### src/rtl/ciphertext_collector_if.sv
// Character stream bundle between the encryption stage, the collector FIFO and its consumer.
// slave = collector side, master = encryption stage plus downstream consumer.
interface ciphertext_collector_if;
    logic [7:0] Char_ciphertext;
    logic       C_ready;
    logic       err_invalid_ptxt;
    logic [7:0] out_char;
    logic       out_valid;
    logic       out_ready;

    modport slave (
        input  Char_ciphertext, C_ready, err_invalid_ptxt, out_ready,
        output out_char, out_valid
    );

    modport master (
        output Char_ciphertext, C_ready, err_invalid_ptxt, out_ready,
        input  out_char, out_valid
    );
endinterface

### src/rtl/ciphertext_collector.sv
// FWFT FIFO collecting strobed ciphertext characters and replaying them over valid/ready.
// Optional rejected-strobe counter built only with CIPHERTEXT_COLLECTOR_ERRCNT_EN defined.
module ciphertext_collector #(
    parameter int DEPTH     = 16,
    parameter int ERR_CNT_W = 8
) (
    input  logic                   clk,
    input  logic                   rst,
    ciphertext_collector_if.slave  bus,
    input  logic                   clear,
    output logic [$clog2(DEPTH):0] level,
    output logic                   full,
    output logic                   empty,
    output logic                   overflow,
    output logic [ERR_CNT_W-1:0]   err_count
);
    localparam int AW = $clog2(DEPTH);
    localparam int LW = AW + 1;

    logic [7:0]    mem [DEPTH];
    logic [AW-1:0] wr_ptr;
    logic [AW-1:0] rd_ptr;
    logic          push;
    logic          pop;
    logic          wr_en;

    assign push  = bus.C_ready & ~bus.err_invalid_ptxt;
    assign pop   = ~empty & bus.out_ready;
    // A full FIFO still accepts a push when the head leaves in the same cycle.
    assign wr_en = push & (~full | pop) & ~clear;

    assign full          = (level == LW'(DEPTH));
    assign empty         = (level == '0);
    assign bus.out_valid = ~empty;
    assign bus.out_char  = empty ? 8'h00 : mem[rd_ptr];

    always_ff @(posedge clk or posedge rst) begin
        if (rst) begin
            wr_ptr   <= '0;
            rd_ptr   <= '0;
            level    <= '0;
            overflow <= 1'b0;
        end else if (clear) begin
            wr_ptr   <= '0;
            rd_ptr   <= '0;
            level    <= '0;
            overflow <= 1'b0;
        end else begin
            if (wr_en)
                wr_ptr <= wr_ptr + AW'(1);
            if (pop)
                rd_ptr <= rd_ptr + AW'(1);
            if (push & full & ~pop)
                overflow <= 1'b1;
            case ({wr_en, pop})
                2'b10:   level <= level + LW'(1);
                2'b01:   level <= level - LW'(1);
                default: level <= level;
            endcase
        end
    end

    // Storage is deliberately left out of reset.
    always_ff @(posedge clk) begin
        if (wr_en)
            mem[wr_ptr] <= bus.Char_ciphertext;
    end

`ifdef CIPHERTEXT_COLLECTOR_ERRCNT_EN
    always_ff @(posedge clk or posedge rst) begin
        if (rst)
            err_count <= '0;
        else if (clear)
            err_count <= '0;
        else if (bus.C_ready & bus.err_invalid_ptxt & (err_count != {ERR_CNT_W{1'b1}}))
            err_count <= err_count + ERR_CNT_W'(1);
    end
`else
    assign err_count = '0;
`endif

endmodule

### src/flat_wrapper.sv
// flat-port wrapper written by rule: the top's interface ports become plain ports
module ciphertext_collector_flat 
#(
    parameter int DEPTH     = 16,
    parameter int ERR_CNT_W = 8
)
  (clk, rst, clear, level, full, empty, overflow, err_count, bus_Char_ciphertext, bus_C_ready, bus_err_invalid_ptxt, bus_out_ready, bus_out_char, bus_out_valid);
  ciphertext_collector_if bus_i ();
  input  logic clk;
  input  logic rst;
  input  logic clear;
  output logic [$clog2(DEPTH):0] level;
  output logic full;
  output logic empty;
  output logic overflow;
  output logic [ERR_CNT_W-1:0] err_count;
  input wire logic [$bits(bus_i.Char_ciphertext)-1:0] bus_Char_ciphertext;
  input wire logic [$bits(bus_i.C_ready)-1:0] bus_C_ready;
  input wire logic [$bits(bus_i.err_invalid_ptxt)-1:0] bus_err_invalid_ptxt;
  input wire logic [$bits(bus_i.out_ready)-1:0] bus_out_ready;
  output wire logic [$bits(bus_i.out_char)-1:0] bus_out_char;
  output wire logic [$bits(bus_i.out_valid)-1:0] bus_out_valid;
  assign bus_i.Char_ciphertext = bus_Char_ciphertext;
  assign bus_i.C_ready = bus_C_ready;
  assign bus_i.err_invalid_ptxt = bus_err_invalid_ptxt;
  assign bus_i.out_ready = bus_out_ready;
  assign bus_out_char = bus_i.out_char;
  assign bus_out_valid = bus_i.out_valid;
  ciphertext_collector #(.DEPTH(DEPTH), .ERR_CNT_W(ERR_CNT_W)) u_core (.clk(clk), .rst(rst), .bus(bus_i), .clear(clear), .level(level), .full(full), .empty(empty), .overflow(overflow), .err_count(err_count));
endmodule
### config.mk
export PLATFORM = sky130hd
export DESIGN_NAME = ciphertext_collector_flat
export DESIGN_NICKNAME = d
export VERILOG_FILES = /design/src/rtl/ciphertext_collector_if.sv /design/src/rtl/ciphertext_collector.sv /design/src/flat_wrapper.sv
export SDC_FILE = /design/constraint.sdc
export NUM_CORES = 1
export LEC_CHECK = 0
export BUFFER_PORTS_ARGS = -buffer_cell sky130_fd_sc_hd__buf_4
export CORE_MARGIN = 4
export CORE_UTILIZATION = 45
export DETAILED_ROUTE_END_ITERATION = 10
export HOLD_SLACK_MARGIN = 0.12
export SYNTH_ARGS = -nofsm -noshare
export SYNTH_HDL_FRONTEND = slang
export SYNTH_SLANG_ARGS = --single-unit
### constraint.sdc
create_clock -name clk -period 7.55 [get_ports clk]
set_input_delay 0 -clock clk [delete_from_list [all_inputs] [get_ports clk]]
set_output_delay 0 -clock clk [all_outputs]
set_load 0.01 [all_outputs]
==> results by group, run 1 <==
Outcome
  – Status: completed

Critical path
  – Source of the worst register-to-register timing path: u_core.level[1]
  – Crit. Startpoint: u_core.level[1]
  – Slowest-stage cell, CP: sky130_fd_sc_hd__nor3_1
  – Number of cells traversed by the worst register-to-register path: 5
  – Endpoint class of the critical path: register
  – Worst Path Buf+Inv: 0
  – Cells along the critical path: nor4_1 > a31oi_1 > nor2b_1 > nand2_1 > nor3_1
  – Cell class contributing the biggest share of worst-path delay: simple AND/OR/NAND/NOR gates
  – Setup slack on the worst flop-to-flop path: 4.62 ns
  – CP startpoint kind: register
  – Critical path data required time: 7.56 ns
  – Category of the critical setup timing path: register to register
  – Largest stage delay on the critical path: 0.97 ns
  – Arrival time at the worst endpoint: 2.95 ns
  – Critical register-to-register path endpoint: u_core.mem[1][4]
  – Critical Path Fanout Max: 9

Timing
  – Clock tree skew after final layout: 0.00952 ns
  – Final setup slack of the worst path: 4.62 ns
  – Setup TNS: 0 ns
  – FMAX: 341 MHz
  – Relative slew slack: 15.7%
  – RSZ-0062 raised after global routing: no
  – Final cycle utilization of the critical path: 38.8%
  – Final Max Tran Viols: 0
  – Worst slew pin tran: 1.25 ns
  – Finish-stage setup viols: 0
  – Post-layout min period: 2.93 ns
  – Hold Slack: 0.224 ns
  – Fin. Hold Viols: 0

Power
  – Total power draw: 2.28 mW
  – Power per unit of standard cell area: 325 mW/mm^2
  – Worst voltage drop across the vdd grid: 143 uV
  – Static leakage: 2.35 nW

Routing
  – Count of vias placed by the detailed router: 3008
  – Number of design rule violations left after detail routing: 0
  – WL per Instance: 20.4 um
  – Vias per inst: 5.37
  – First DRT Iteration DRCs: 237
  – Number of antenna-violating nets in the routed design: 0
  – Total iterations of the first detailed-routing run: 4
  – Wirelength, routed: 11400 um

Yosys
  – Count of distinct cell types in the synthesized netlist: 41
  – Number of instances in the synthesized netlist: 331
  – Yosys reg bits: 142
  – Sequential-to-total area share from yosys stat: 70.6%
  – Warnings from Yosys: 0
  – Netlist Area Pre-Place: 0.00594 mm^2
  – Xor and xnor area share after synthesis: 1.33%
  – Area share of and/or/nand/nor cells after synthesis: 4.70%
  – Avg Synthesized Cell Area: 18.0 um^2
  – Area share of fa/ha/maj cells after synthesis: 1.47%
  – Compound-gate portion of the synthesized area: 3.41%
  – Main combinational cell family by area after synthesis: multiplexers
  – Mux cell area share after synthesis: 15.6%

Place
  – HPWL after detailed placement: 7110 um
  – IO Port Bufs: 30
  – Placed Cells: 515
  – Pre-CTS worst setup slack: 4.58 ns
  – Gp weighted congestion: 0.852
  – Post-Place Cell Area: 0.00628 mm^2

Floorplanning
  – Area enclosed by the die boundary: 0.0151 mm^2
  – Initial Util: 46.5%
  – Top-level port count: 39
  – Die height: 123 um
  – Floorplan die width: 123 um
  – Standard cell core area: 0.0128 mm^2
  – Number of core rows: 41

Global route
  – Pin count of the biggest net entering global routing: 36
  – Grt total ovfl: 0
  – Wire length of the first global-routing pass: 17700 um
  – Initial antenna violation count: 0
  – Overall track demand over capacity in global routing: 16.7%
  – Vias in the first global route: 3016

Cells and area
  – Fraction of layout instances using a drive strength above 1: 25.8%
  – Area of the multi-input gates: 0.00161 mm^2
  – Most common cell after layout, fill and taps aside: sky130_fd_sc_hd__edfxtp_1
  – Number of standard cells in the layout, taps in and fillers out: 560
  – Inserted Diodes: 0
  – Net count reported at finish: 397
  – Layout Utilization: 54.9%
  – Final standard cell area without fillers: 0.00702 mm^2
  – FF/Latch Area: 0.00420 mm^2
  – Most used cells in the layout excluding fill and tap cells: 128 x sky130_fd_sc_hd__edfxtp_1, 32 x sky130_fd_sc_hd__mux4_2, 32 x sky130_fd_sc_hd__buf_4, 26 x sky130_fd_sc_hd__nor2_1, 18 x sky130_fd_sc_hd__mux2i_1
  – Fillers: 996
  – Synthesis-to-layout area growth: 18.1%

Clocking
  – Insertion delay of the later-clocked pin in the worst-skew pair: 0.41 ns
  – Max Buffers Root-to-Sink: 2
  – TritonCTS clock tree: built
  – Number of buffers created by CTS: 17
  – H-Tree Depth: 4
  – Clock Sink Count: 142
  – Post-CTS Setup Inserts: 0
  – Clock transition at the registers of the reported paths: 0.06 ns
  – CTS hold repair buffers: 14
  – Master cell of the clock root buffer: sky130_fd_sc_hd__clkbuf_16
  – Post-cts resize count: 0

Worst hold path
  – Tightest Hold Check Type: input pin to asynchronous set/reset pin

Flow run
  – Number of violations of the max-capacitance limit: 0
-- power breakdown --
group          leakage [nW]  internal (mW)  switching, mW
registers              1.34          0.876         0.0278
logic                 0.715          0.259          0.279
clock network         0.290          0.545          0.296
total                  2.35           1.68          0.603
-- cell families after synthesis --
kind of cell / Yosys count
buf+inv: 33
other cells: 1
fa+ha+maj: 7
flops: 142
simple gates: 59
mux: 52
xor+xnor: 9
compound gates: 28
-- layout make-up --
| cell class | instances | share of cell area (%) |
|---|---|---|
| tap | 172 | 3.07 |
| multi-input combinational | 163 | 22.9 |
| clock buffer | 17 | 6.06 |
| timing repair buffer | 46 | 5.42 |
| sequential | 142 | 59.8 |
| inverter | 6 | 0.321 |
| clock inverter | 14 | 2.48 |
-- synth_stat cells --
cell type	n	area, um^2
sky130_fd_sc_hd__nor3_1	4	20.0
sky130_fd_sc_hd__inv_1	6	22.5
sky130_fd_sc_hd__and2_1	1	6.26
sky130_fd_sc_hd__conb_1	1	3.75
sky130_fd_sc_hd__mux2_4	1	15.0
sky130_fd_sc_hd__nor2b_1	3	18.8
sky130_fd_sc_hd__mux2_2	1	11.3
sky130_fd_sc_hd__o211a_1	1	10.0
sky130_fd_sc_hd__edfxtp_1	128	3840
sky130_fd_sc_hd__a22o_2	1	10.0
sky130_fd_sc_hd__xnor2_1	3	26.3
sky130_fd_sc_hd__o2bb2ai_2	1	15.0
sky130_fd_sc_hd__nand2b_1	5	31.3
sky130_fd_sc_hd__o31a_2	1	10.0
sky130_fd_sc_hd__dfrtp_1	14	350
sky130_fd_sc_hd__nand2_1	10	37.5
sky130_fd_sc_hd__or2b_1	1	7.51
sky130_fd_sc_hd__clkbuf_1	8	30.0
sky130_fd_sc_hd__or3b_2	1	8.76
sky130_fd_sc_hd__o21ai_0	4	20.0
sky130_fd_sc_hd__ha_1	7	87.6
sky130_fd_sc_hd__o22ai_1	8	50.1
sky130_fd_sc_hd__nand3_1	3	15.0
sky130_fd_sc_hd__nor2_1	26	97.6
sky130_fd_sc_hd__o211a_4	1	17.5
sky130_fd_sc_hd__o32ai_1	1	8.76
sky130_fd_sc_hd__nor4_1	2	12.5
sky130_fd_sc_hd__a21oi_1	5	25.0
sky130_fd_sc_hd__a31o_1	1	8.76
sky130_fd_sc_hd__a31oi_1	3	18.8
sky130_fd_sc_hd__nand4_1	1	6.26
sky130_fd_sc_hd__or4_4	1	11.3
sky130_fd_sc_hd__buf_1	1	3.75
sky130_fd_sc_hd__buf_4	9	67.6
sky130_fd_sc_hd__mux2i_1	18	180
sky130_fd_sc_hd__clkbuf_2	1	5.00
sky130_fd_sc_hd__a21oi_2	1	8.76
sky130_fd_sc_hd__or3_1	1	6.26
sky130_fd_sc_hd__mux4_2	32	721
sky130_fd_sc_hd__buf_2	8	40.0
sky130_fd_sc_hd__xor2_1	6	52.6
-- tightest hold or removal path, cell delays in order --
cell and delay, ns:
sky130_fd_sc_hd__dlygate4sd3_1 0.54, sky130_fd_sc_hd__buf_4 0.13, sky130_fd_sc_hd__inv_1 0.43
-- layer usage --
| layer | GRT usage, % | part of all wire, % | vias to the layer above |
|---|---|---|---|
| li1 | - | - | 1381 |
| met1 | 23.7 | 45 | 1563 |
| met2 | 25.4 | 50 | 58 |
| met3 | 3.89 | 4.8 | 6 |
| met4 | 5.88 | 0.78 | 0 |
| met5 | 0 | 0 | - |
-- flip-flops by register name, summed over array words and instances (netlist names) --
signal and flops:
u_core.wr_ptr 4, u_core.mem 128, u_core.rd_ptr 4, u_core.overflow 1
u_core.level 5
-- worst max-delay path by stage --
stage | end | slack, ns | cells after the start
finish | u_core.mem[1][4] | 4.62 | 5
global route | u_core.mem[2][0] | 4.29 | 5
CTS | u_core.mem[1][4] | 4.57 | 5
global placement | u_core.mem[2][1] | 4.59 | 5
detailed placement | u_core.mem[1][3] | 4.58 | 5
floorplan | u_core.level[4] | 5.07 | 8
Power figures use the tool's default switching activity.
==> inputs of run 2 (changes only) <==
--- a/config.mk
+++ b/config.mk
@@ -5,6 +5,7 @@
 export SDC_FILE = /design/constraint.sdc
 export NUM_CORES = 1
 export LEC_CHECK = 0
+export ABC_AREA = 1
 export BUFFER_PORTS_ARGS = -buffer_cell sky130_fd_sc_hd__buf_4
 export CORE_MARGIN = 4
 export CORE_UTILIZATION = 45
==> constraint.sdc (replaced) <==
create_clock -name clk -period 2.53 [get_ports clk]
set_input_delay 0 -clock clk [delete_from_list [all_inputs] [get_ports clk]]
set_output_delay 0 -clock clk [all_outputs]
set_load 0.01 [all_outputs]
==> results by group, run 2 <==
Critical path
  – Arrival time at the worst endpoint: 2.27 ns (was 2.95 ns)
  – Critical path data required time: 2.53 ns (was 7.56 ns)
  – Critical Path Fanout Max: 50 (was 9)
  – Cell class contributing the biggest share of worst-path delay: buffers and inverters (was simple AND/OR/NAND/NOR gates)
  – Number of cells traversed by the worst register-to-register path: 6 (was 5)
  – Critical register-to-register path endpoint: u_core.mem[10][6] (was u_core.mem[1][4])
  – Slowest-stage cell, CP: sky130_fd_sc_hd__dfrtp_2 (was sky130_fd_sc_hd__nor3_1)
  – Largest stage delay on the critical path: 0.41 ns (was 0.97 ns)
  – Endpoint class of the critical path: output port (was register)
  – Cells along the critical path: inv_2 > buf_12 > o21ai_0 > o221ai_1 > nand3_1 > a21oi_1 > buf_4 (was nor4_1 > a31oi_1 > nor2b_1 > nand2_1 > nor3_1)
  – CP startpoint kind: register (unchanged)
  – Worst Path Buf+Inv: 3 (was 0)
  – Source of the worst register-to-register timing path: u_core.level[0] (was u_core.level[1])
  – Category of the critical setup timing path: register to output port (was register to register)
  – Setup slack on the worst flop-to-flop path: 0.41 ns (was 4.62 ns)

Cells and area
  – Inserted Diodes: 0 (unchanged)
  – Max reg flops: 128 (unchanged)
  – Net count reported at finish: 579 (was 397)
  – Fraction of layout instances using a drive strength above 1: 18.1% (was 25.8%)
  – Most common cell after layout, fill and taps aside: sky130_fd_sc_hd__edfxtp_1 (unchanged)
  – Most used cells in the layout excluding fill and tap cells: 128 x sky130_fd_sc_hd__edfxtp_1, 85 x sky130_fd_sc_hd__nor2_1, 73 x sky130_fd_sc_hd__o21ai_0, 55 x sky130_fd_sc_hd__buf_4 (was 128 x sky130_fd_sc_hd__edfxtp_1, 32 x sky130_fd_sc_hd__mux4_2, 32 x sky130_fd_sc_hd__buf_4, 26 x sky130_fd_sc_hd__nor2_1, 18 x sky130_fd_sc_hd__mux2i_1)
  – Layout Utilization: 54.7% (was 54.9%)
  – Number of standard cells in the layout, taps in and fillers out: 745 (was 560)
  – Final standard cell area without fillers: 0.00725 mm^2 (was 0.00702 mm^2)
  – Register with the most flip-flops: u_core.mem (unchanged)
  – Fillers: 1124 (was 996)
  – FF/Latch Area: 0.00420 mm^2 (unchanged)
  – Synthesis-to-layout area growth: 18.8% (was 18.1%)
  – Biggest registers after layout: u_core.mem: 128 flops, u_core.level: 5 flops (unchanged)
  – Area of the multi-input gates: 0.00162 mm^2 (was 0.00161 mm^2)

Yosys
  – Leading post-synthesis cells by cell area: sky130_fd_sc_hd__edfxtp_1 63%, sky130_fd_sc_hd__o21ai_0 6.0%, sky130_fd_sc_hd__dfrtp_1 5.7%, sky130_fd_sc_hd__nor2_1 5.2%, sky130_fd_sc_hd__o221ai_1 3.7% (was sky130_fd_sc_hd__edfxtp_1 65%, sky130_fd_sc_hd__mux4_2 12%, sky130_fd_sc_hd__dfrtp_1 5.9%, sky130_fd_sc_hd__mux2i_1 3.0%, sky130_fd_sc_hd__nor2_1 1.6%)
  – Top post-synthesis cells by count: 128 x sky130_fd_sc_hd__edfxtp_1, 85 x sky130_fd_sc_hd__nor2_1, 73 x sky130_fd_sc_hd__o21ai_0, 26 x sky130_fd_sc_hd__nand2_1, 26 x sky130_fd_sc_hd__o221ai_1 (was 128 x sky130_fd_sc_hd__edfxtp_1, 32 x sky130_fd_sc_hd__mux4_2, 26 x sky130_fd_sc_hd__nor2_1, 18 x sky130_fd_sc_hd__mux2i_1, 14 x sky130_fd_sc_hd__dfrtp_1)
  – Library cell with the largest summed area after synthesis: sky130_fd_sc_hd__edfxtp_1 (unchanged)
  – Netlist Area Pre-Place: 0.00610 mm^2 (was 0.00594 mm^2)
  – Post-synth EDFFs: 128 (unchanged)
  – Number of instances in the synthesized netlist: 496 (was 331)
  – Commonest register cell after synthesis: sky130_fd_sc_hd__edfxtp_1 (unchanged)
  – Sequential-to-total area share from yosys stat: 68.8% (was 70.6%)
  – Warnings from Yosys: 0 (unchanged)
  – Async set-or-reset flop fraction in the synthesized netlist: 9.86% (unchanged)
  – Area share of the largest cell type after synthesis: 63.0% (was 64.7%)
  – Avg Synthesized Cell Area: 12.3 um^2 (was 18.0 um^2)
  – Yosys reg bits: 142 (unchanged)
  – Count of distinct cell types in the synthesized netlist: 36 (was 41)
  – Most frequent cell after synthesis: sky130_fd_sc_hd__edfxtp_1 (unchanged)

Timing
  – Worst slew pin tran: 0.746 ns (was 1.25 ns)
  – Finish-stage setup viols: 0 (unchanged)
  – Setup TNS: 0 ns (unchanged)
  – Final cycle utilization of the critical path: 89.7%
  – Fin. Hold Viols: 0 (unchanged)
  – FMAX: 441 MHz
  – RSZ-0062 raised after global routing: no (unchanged)
  – Relative slew slack: 50.1% (was 15.7%)
  – Final Max Tran Viols: 0 (unchanged)
  – Clock tree skew after final layout: 0.00830 ns (was 0.00952 ns)
  – Post-layout min period: 2.27 ns
  – Final setup slack of the worst path: 0.261 ns (was 4.62 ns)

Routing
  – First DRT Iteration DRCs: 422 (was 237)
  – Number of design rule violations left after detail routing: 0 (unchanged)
  – WL per Instance: 19.0 um (was 20.4 um)
  – Number of antenna-violating nets in the routed design: 0 (unchanged)
  – Vias per inst: 5.54 (was 5.37)
  – Total iterations of the first detailed-routing run: 7 (was 4)
  – Count of vias placed by the detailed router: 4128 (was 3008)
  – Wirelength, routed: 14200 um (was 11400 um)

Power
  – Power per unit of standard cell area: 902 mW/mm^2 (was 325 mW/mm^2)
  – Comb power frac: 25.7% (was 23.6%)
  – Switching component of the power: 2.00 mW (was 0.603 mW)
  – Sequential fraction of design power: 41.1% (was 39.6%)
  – Clock Power Share: 33.2% (was 36.8%)
  – Static leakage: 2.60 nW (was 2.35 nW)
  – Int Power: 4.54 mW (was 1.68 mW)
  – Worst voltage drop across the vdd grid: 505 uV (was 143 uV)
  – Net Sw Frac: 30.5% (was 26.4%)

Global route
  – Initial antenna violation count: 0 (unchanged)
  – Overall track demand over capacity in global routing: 18.5% (was 16.7%)
  – Wire length of the first global-routing pass: 21900 um (was 17700 um)
  – Pin count of the biggest net entering global routing: 51 (was 36)
  – Grt total ovfl: 0 (unchanged)
  – Vias in the first global route: 4021 (was 3016)

Clocking
  – Post-CTS Setup Inserts: 0 (unchanged)
  – TritonCTS clock tree: built (unchanged)
  – H-Tree Depth: 4 (unchanged)
  – Number of buffers created by CTS: 17 (unchanged)
  – Clock transition at the registers of the reported paths: 0.06 ns (about the same)
  – Post-cts resize count: 0 (unchanged)
  – Clock Sink Count: 142 (unchanged)
  – Max Buffers Root-to-Sink: 2 (unchanged)
  – CTS hold repair buffers: 14 (unchanged)
  – Master cell of the clock root buffer: sky130_fd_sc_hd__clkbuf_16 (unchanged)
  – Insertion delay of the later-clocked pin in the worst-skew pair: 0.41 ns (about the same)

Worst hold path
  – Tightest Hold Check Type: input pin to asynchronous set/reset pin (unchanged)

Floorplanning
  – Floorplan die width: 124 um (was 123 um)
  – Initial Util: 46.1% (was 46.5%)
  – Number of core rows: 42 (was 41)
  – Die height: 124 um (was 123 um)
  – Standard cell core area: 0.0132 mm^2 (was 0.0128 mm^2)
  – Area enclosed by the die boundary: 0.0155 mm^2 (was 0.0151 mm^2)
  – Top-level port count: 39 (unchanged)

Place
  – Post-Place Cell Area: 0.00660 mm^2 (was 0.00628 mm^2)
  – Pre-CTS worst setup slack: 0.410 ns (was 4.58 ns)
  – Placed Cells: 701 (was 515)
  – HPWL after detailed placement: 8980 um (was 7110 um)
  – IO Port Bufs: 30 (unchanged)
  – Gp weighted congestion: 0.795 (was 0.852)

Outcome
  – Status: completed (unchanged)

Flow run
  – Number of violations of the max-capacitance limit: 0 (unchanged)
-- run 2: cell types whose count changed after synthesis, moves of 15 or more --
cell and delta:
sky130_fd_sc_hd__inv_1 +15, sky130_fd_sc_hd__mux2i_1 -18, sky130_fd_sc_hd__mux4_2 -32, sky130_fd_sc_hd__nand2_1 +16
sky130_fd_sc_hd__nand3_1 +18, sky130_fd_sc_hd__nor2_1 +59, sky130_fd_sc_hd__o21ai_0 +69, sky130_fd_sc_hd__o221ai_1 +26
-- run 2: worst max-delay path by stage --
stage	start	end	depth (start not counted)
global placement	u_core.level[0]	u_core.mem[10][0]	6
global route	u_core.rd_ptr[0]	bus_out_char[7]	9
floorplan	u_core.level[2]	u_core.mem[13][0]	5
finish	u_core.rd_ptr[0]	bus_out_char[5]	7
detailed placement	u_core.level[0]	u_core.mem[10][1]	6
CTS	u_core.rd_ptr[0]	bus_out_char[5]	7
-- run 2: kinds of logic after synthesis --
| logic type | count (synthesis) | synth area share [%] |
|---|---|---|
| adders and majority gates | 7 | 1.44 |
| xor gates and xnor gates | 2 | 0.287 |
| AOI/OAI and AO/OA | 125 | 12.4 |
| and+or+nand+nor | 155 | 12.0 |
| buffers and inverters | 64 | 5.05 |
| other | 1 | 0.0615 |
| DFF | 142 | 68.8 |
-- run 2: worst min-delay path, delay by kind of cell --
kind | cells | cell delay, ns
buffers and inverters | 3 | 1.09
-- run 2: routing by layer --
layer,vias up,global-route usage [%],part of all wire (%)
met5,-,0,0
met1,2026,25.7,45
met2,163,29.1,47
met4,0,6.32,1.4
met3,18,4.07,6.9
li1,1921,-,-
-- run 2: layout make-up --
class	count	area share [%]
Tap cell	176	3.04
Sequential cell	142	57.9
Multi-Input combinational cell	297	22.4
Clock buffer	20	6.03
Inverter	30	1.69
Clock inverter	10	1.04
Timing Repair Buffer	70	7.91
-- run 2: per-stage QoR --
step                hold WS [ns]  total power [mW]
detailed placement         0.106              4.40
global placement           0.105              4.38
finish                     0.215              6.54
global route               0.255              6.88
floorplan                 -0.111              3.82
CTS                        0.196              6.58
-- run 2: power groups by stage --
stage | Combinational (mW) | Sequential (mW) | Clock, mW
after floorplan | 1.08 | 2.74 | 0
after global placement | 1.65 | 2.73 | 0
after detailed placement | 1.66 | 2.74 | 0
after CTS | 1.69 | 2.69 | 2.21
after global routing | 1.87 | 2.70 | 2.32
final | 1.68 | 2.69 | 2.17
==> inputs of run 3 (changes only) <==
--- a/config.mk
+++ b/config.mk
@@ -6,10 +6,11 @@
 export NUM_CORES = 1
 export LEC_CHECK = 0
 export ABC_AREA = 1
-export BUFFER_PORTS_ARGS = -buffer_cell sky130_fd_sc_hd__buf_4
 export CORE_MARGIN = 4
 export CORE_UTILIZATION = 45
+export CTS_CLUSTER_DIAMETER = 200
 export DETAILED_ROUTE_END_ITERATION = 10
+export DONT_BUFFER_PORTS = 1
 export HOLD_SLACK_MARGIN = 0.12
 export SYNTH_ARGS = -nofsm -noshare
 export SYNTH_HDL_FRONTEND = slang
==> results by group, run 3 (synthesized netlist as in run 2, its figures left out) <==
Clocking
  – Post-cts resize count: 0 (unchanged)
  – Master cell of the clock root buffer: sky130_fd_sc_hd__clkbuf_16 (unchanged)
  – Insertion delay of the later-clocked pin in the worst-skew pair: 0.42 ns (was 0.41 ns)
  – Clock transition at the registers of the reported paths: 0.05 ns (was 0.06 ns)
  – Max Buffers Root-to-Sink: 2 (unchanged)
  – TritonCTS clock tree: built (unchanged)
  – Number of buffers created by CTS: 17 (unchanged)
  – Clock Sink Count: 142 (unchanged)
  – Post-CTS Setup Inserts: 0 (unchanged)
  – H-Tree Depth: 4 (unchanged)

Critical path
  – Crit. Startpoint: u_core.rd_ptr[0] (unchanged)
  – Arrival time at the worst endpoint: 2.28 ns (was 2.27 ns)
  – Endpoint class of the critical path: output port (unchanged)
  – Critical Path Fanout Max: 45 (was 50)
  – Critical path data required time: 2.53 ns (about the same)
  – Source of the worst register-to-register timing path: u_core.level[2] (was u_core.level[0])
  – Category of the critical setup timing path: register to output port (unchanged)
  – CP startpoint kind: register (unchanged)

Routing
  – Vias per inst: 5.56 (was 5.54)
  – Count of vias placed by the detailed router: 3992 (was 4128)
  – WL per Instance: 19.3 um (was 19.0 um)
  – Total iterations of the first detailed-routing run: 5 (was 7)
  – Wirelength, routed: 13800 um (was 14200 um)
  – Number of design rule violations left after detail routing: 0 (unchanged)
  – Number of antenna-violating nets in the routed design: 0 (unchanged)
  – First DRT Iteration DRCs: 411 (was 422)

Cells and area
  – Synthesis-to-layout area growth: 16.0% (was 18.8%)
  – Final standard cell area without fillers: 0.00708 mm^2 (was 0.00725 mm^2)
  – Area of the multi-input gates: 0.00162 mm^2 (unchanged)
  – Max reg flops: 128 (unchanged)
  – Fillers: 1133 (was 1124)
  – Fraction of layout instances using a drive strength above 1: 14.6% (was 18.1%)
  – Register with the most flip-flops: u_core.mem (unchanged)
  – Net count reported at finish: 550 (was 579)
  – Biggest registers after layout: u_core.mem: 128 flops, u_core.level: 5 flops (unchanged)
  – Most common cell after layout, fill and taps aside: sky130_fd_sc_hd__edfxtp_1 (unchanged)
  – Inserted Diodes: 0 (unchanged)
  – FF/Latch Area: 0.00420 mm^2 (unchanged)
  – Most used cells in the layout excluding fill and tap cells: 128 x sky130_fd_sc_hd__edfxtp_1, 85 x sky130_fd_sc_hd__nor2_1, 73 x sky130_fd_sc_hd__o21ai_0, 26 x sky130_fd_sc_hd__nand2_1, 26 x sky130_fd_sc_hd__o221ai_1 (was 128 x sky130_fd_sc_hd__edfxtp_1, 85 x sky130_fd_sc_hd__nor2_1, 73 x sky130_fd_sc_hd__o21ai_0, 55 x sky130_fd_sc_hd__buf_4)

Flow run
  – Number of violations of the max-capacitance limit: 0 (unchanged)

Place
  – Post-Place Cell Area: 0.00637 mm^2 (was 0.00660 mm^2)
  – Gp weighted congestion: 0.838 (was 0.795)
  – HPWL after detailed placement: 8820 um (was 8980 um)
  – Pre-CTS worst setup slack: 0.475 ns (was 0.410 ns)
  – IO Port Bufs: 0 (was 30)

Timing
  – Finish-stage setup viols: 0 (unchanged)
  – FMAX: 438 MHz (was 441 MHz)
  – Final setup slack of the worst path: 0.248 ns (was 0.261 ns)
  – Final cycle utilization of the critical path: 90.2% (was 89.7%)
  – RSZ-0062 raised after global routing: no (unchanged)
  – Fin. Hold Viols: 0 (unchanged)
  – Setup TNS: 0 ns (unchanged)
  – Clock tree skew after final layout: 0.00996 ns (was 0.00830 ns)
  – Worst slew pin tran: 0.723 ns (was 0.746 ns)
  – Hold Slack: 0.159 ns (was 0.215 ns)
  – Final Max Tran Viols: 0 (unchanged)
  – Post-layout min period: 2.28 ns (was 2.27 ns)
  – Relative slew slack: 51.5% (was 50.1%)

Global route
  – Initial antenna violation count: 0 (unchanged)
  – Overall track demand over capacity in global routing: 18.3% (was 18.5%)
  – Pin count of the biggest net entering global routing: 46 (was 51)
  – Grt total ovfl: 0 (unchanged)
  – Wire length of the first global-routing pass: 21700 um (was 21900 um)
  – Vias in the first global route: 3950 (was 4021)

Floorplanning
  – Top-level port count: 39 (unchanged)
  – Floorplan die width: 124 um (unchanged)
  – Die height: 124 um (unchanged)
  – Number of core rows: 42 (unchanged)
  – Initial Util: 46.1% (unchanged)
  – Area enclosed by the die boundary: 0.0155 mm^2 (unchanged)
  – Standard cell core area: 0.0132 mm^2 (unchanged)

Power
  – Power per unit of standard cell area: 914 mW/mm^2 (was 902 mW/mm^2)
  – Worst voltage drop across the vdd grid: 501 uV (was 505 uV)
  – Static leakage: 2.47 nW (was 2.60 nW)

Outcome
  – Status: completed (unchanged)

Worst hold path
  – Tightest Hold Check Type: input pin to register (was input pin to asynchronous set/reset pin)
  – Hold_sp: bus_C_ready
==> run 3: repair_timing <==
item,CTS,global route
setup endpoints to repair,0,0
hold endpoints to repair,156,0
hold buffers,15,0
==> run 3: worst paths after layout <==
path / end / slack, ns / depth (start not counted)
worst max-delay path: bus_out_char[4] / 0.25 / 8
worst min-delay path: u_core.wr_ptr[1] / 0.16 / 6
worst max register to register: u_core.level[4] / 0.46 / 15
worst min register to register: u_core.wr_ptr[1] / 0.66 / 2
max in group asynchronous: u_core.rd_ptr[0] / 1.40 / 3
min in group asynchronous: u_core.rd_ptr[1] / 0.66 / 3
==> run 3: power breakdown <==
group          total (mW)  leakage (nW)  internal, mW  switching, mW
registers            2.72          1.34          2.61          0.112
logic                1.47         0.862         0.463           1.01
clock network        2.27         0.273          1.38          0.897
total                6.47          2.47          4.45           2.02
==> run 3: routing by layer <==
layer | global-route usage, % | wire [um] | up-vias
met5 | 0 | 0 | -
met4 | 7.87 | 331 | 0
met3 | 5.57 | 904 | 23
met2 | 28.7 | 6600 | 148
met1 | 23.7 | 6010 | 1953
li1 | - | - | 1868
==> run 3: worst max-delay path, cell delays in order, from the launching register on <==
cell and delay (ns):
sky130_fd_sc_hd__dfrtp_2 0.53, sky130_fd_sc_hd__inv_2 0.13, sky130_fd_sc_hd__buf_12 0.22, sky130_fd_sc_hd__o21ai_0 0.11, sky130_fd_sc_hd__o22ai_1 0.17, sky130_fd_sc_hd__nor2_1 0.08, sky130_fd_sc_hd__nor2_1 0.12, sky130_fd_sc_hd__o21ai_0 0.14
sky130_fd_sc_hd__a21oi_1 0.35
==> run 3: area by class of cell <==
| cell class | instances | share of cell area, % |
|---|---|---|
| well taps | 176 | 3.11 |
| repair buffers | 41 | 5.06 |
| flip-flops and latches | 142 | 59.3 |
| multi-input cells | 297 | 22.9 |
| inverters | 30 | 1.73 |
| clock buffers | 22 | 7.00 |
| clock inverters | 10 | 0.866 |
==> run 3: metrics by stage <==
stage	util [%]	instances	total power [mW]
after floorplan	-	503	3.82
after global placement	48.1	671	4.17
after detailed placement	48.1	671	4.20
after CTS	53.4	718	6.52
after global routing	53.4	718	6.79
final	53.4	718	6.47
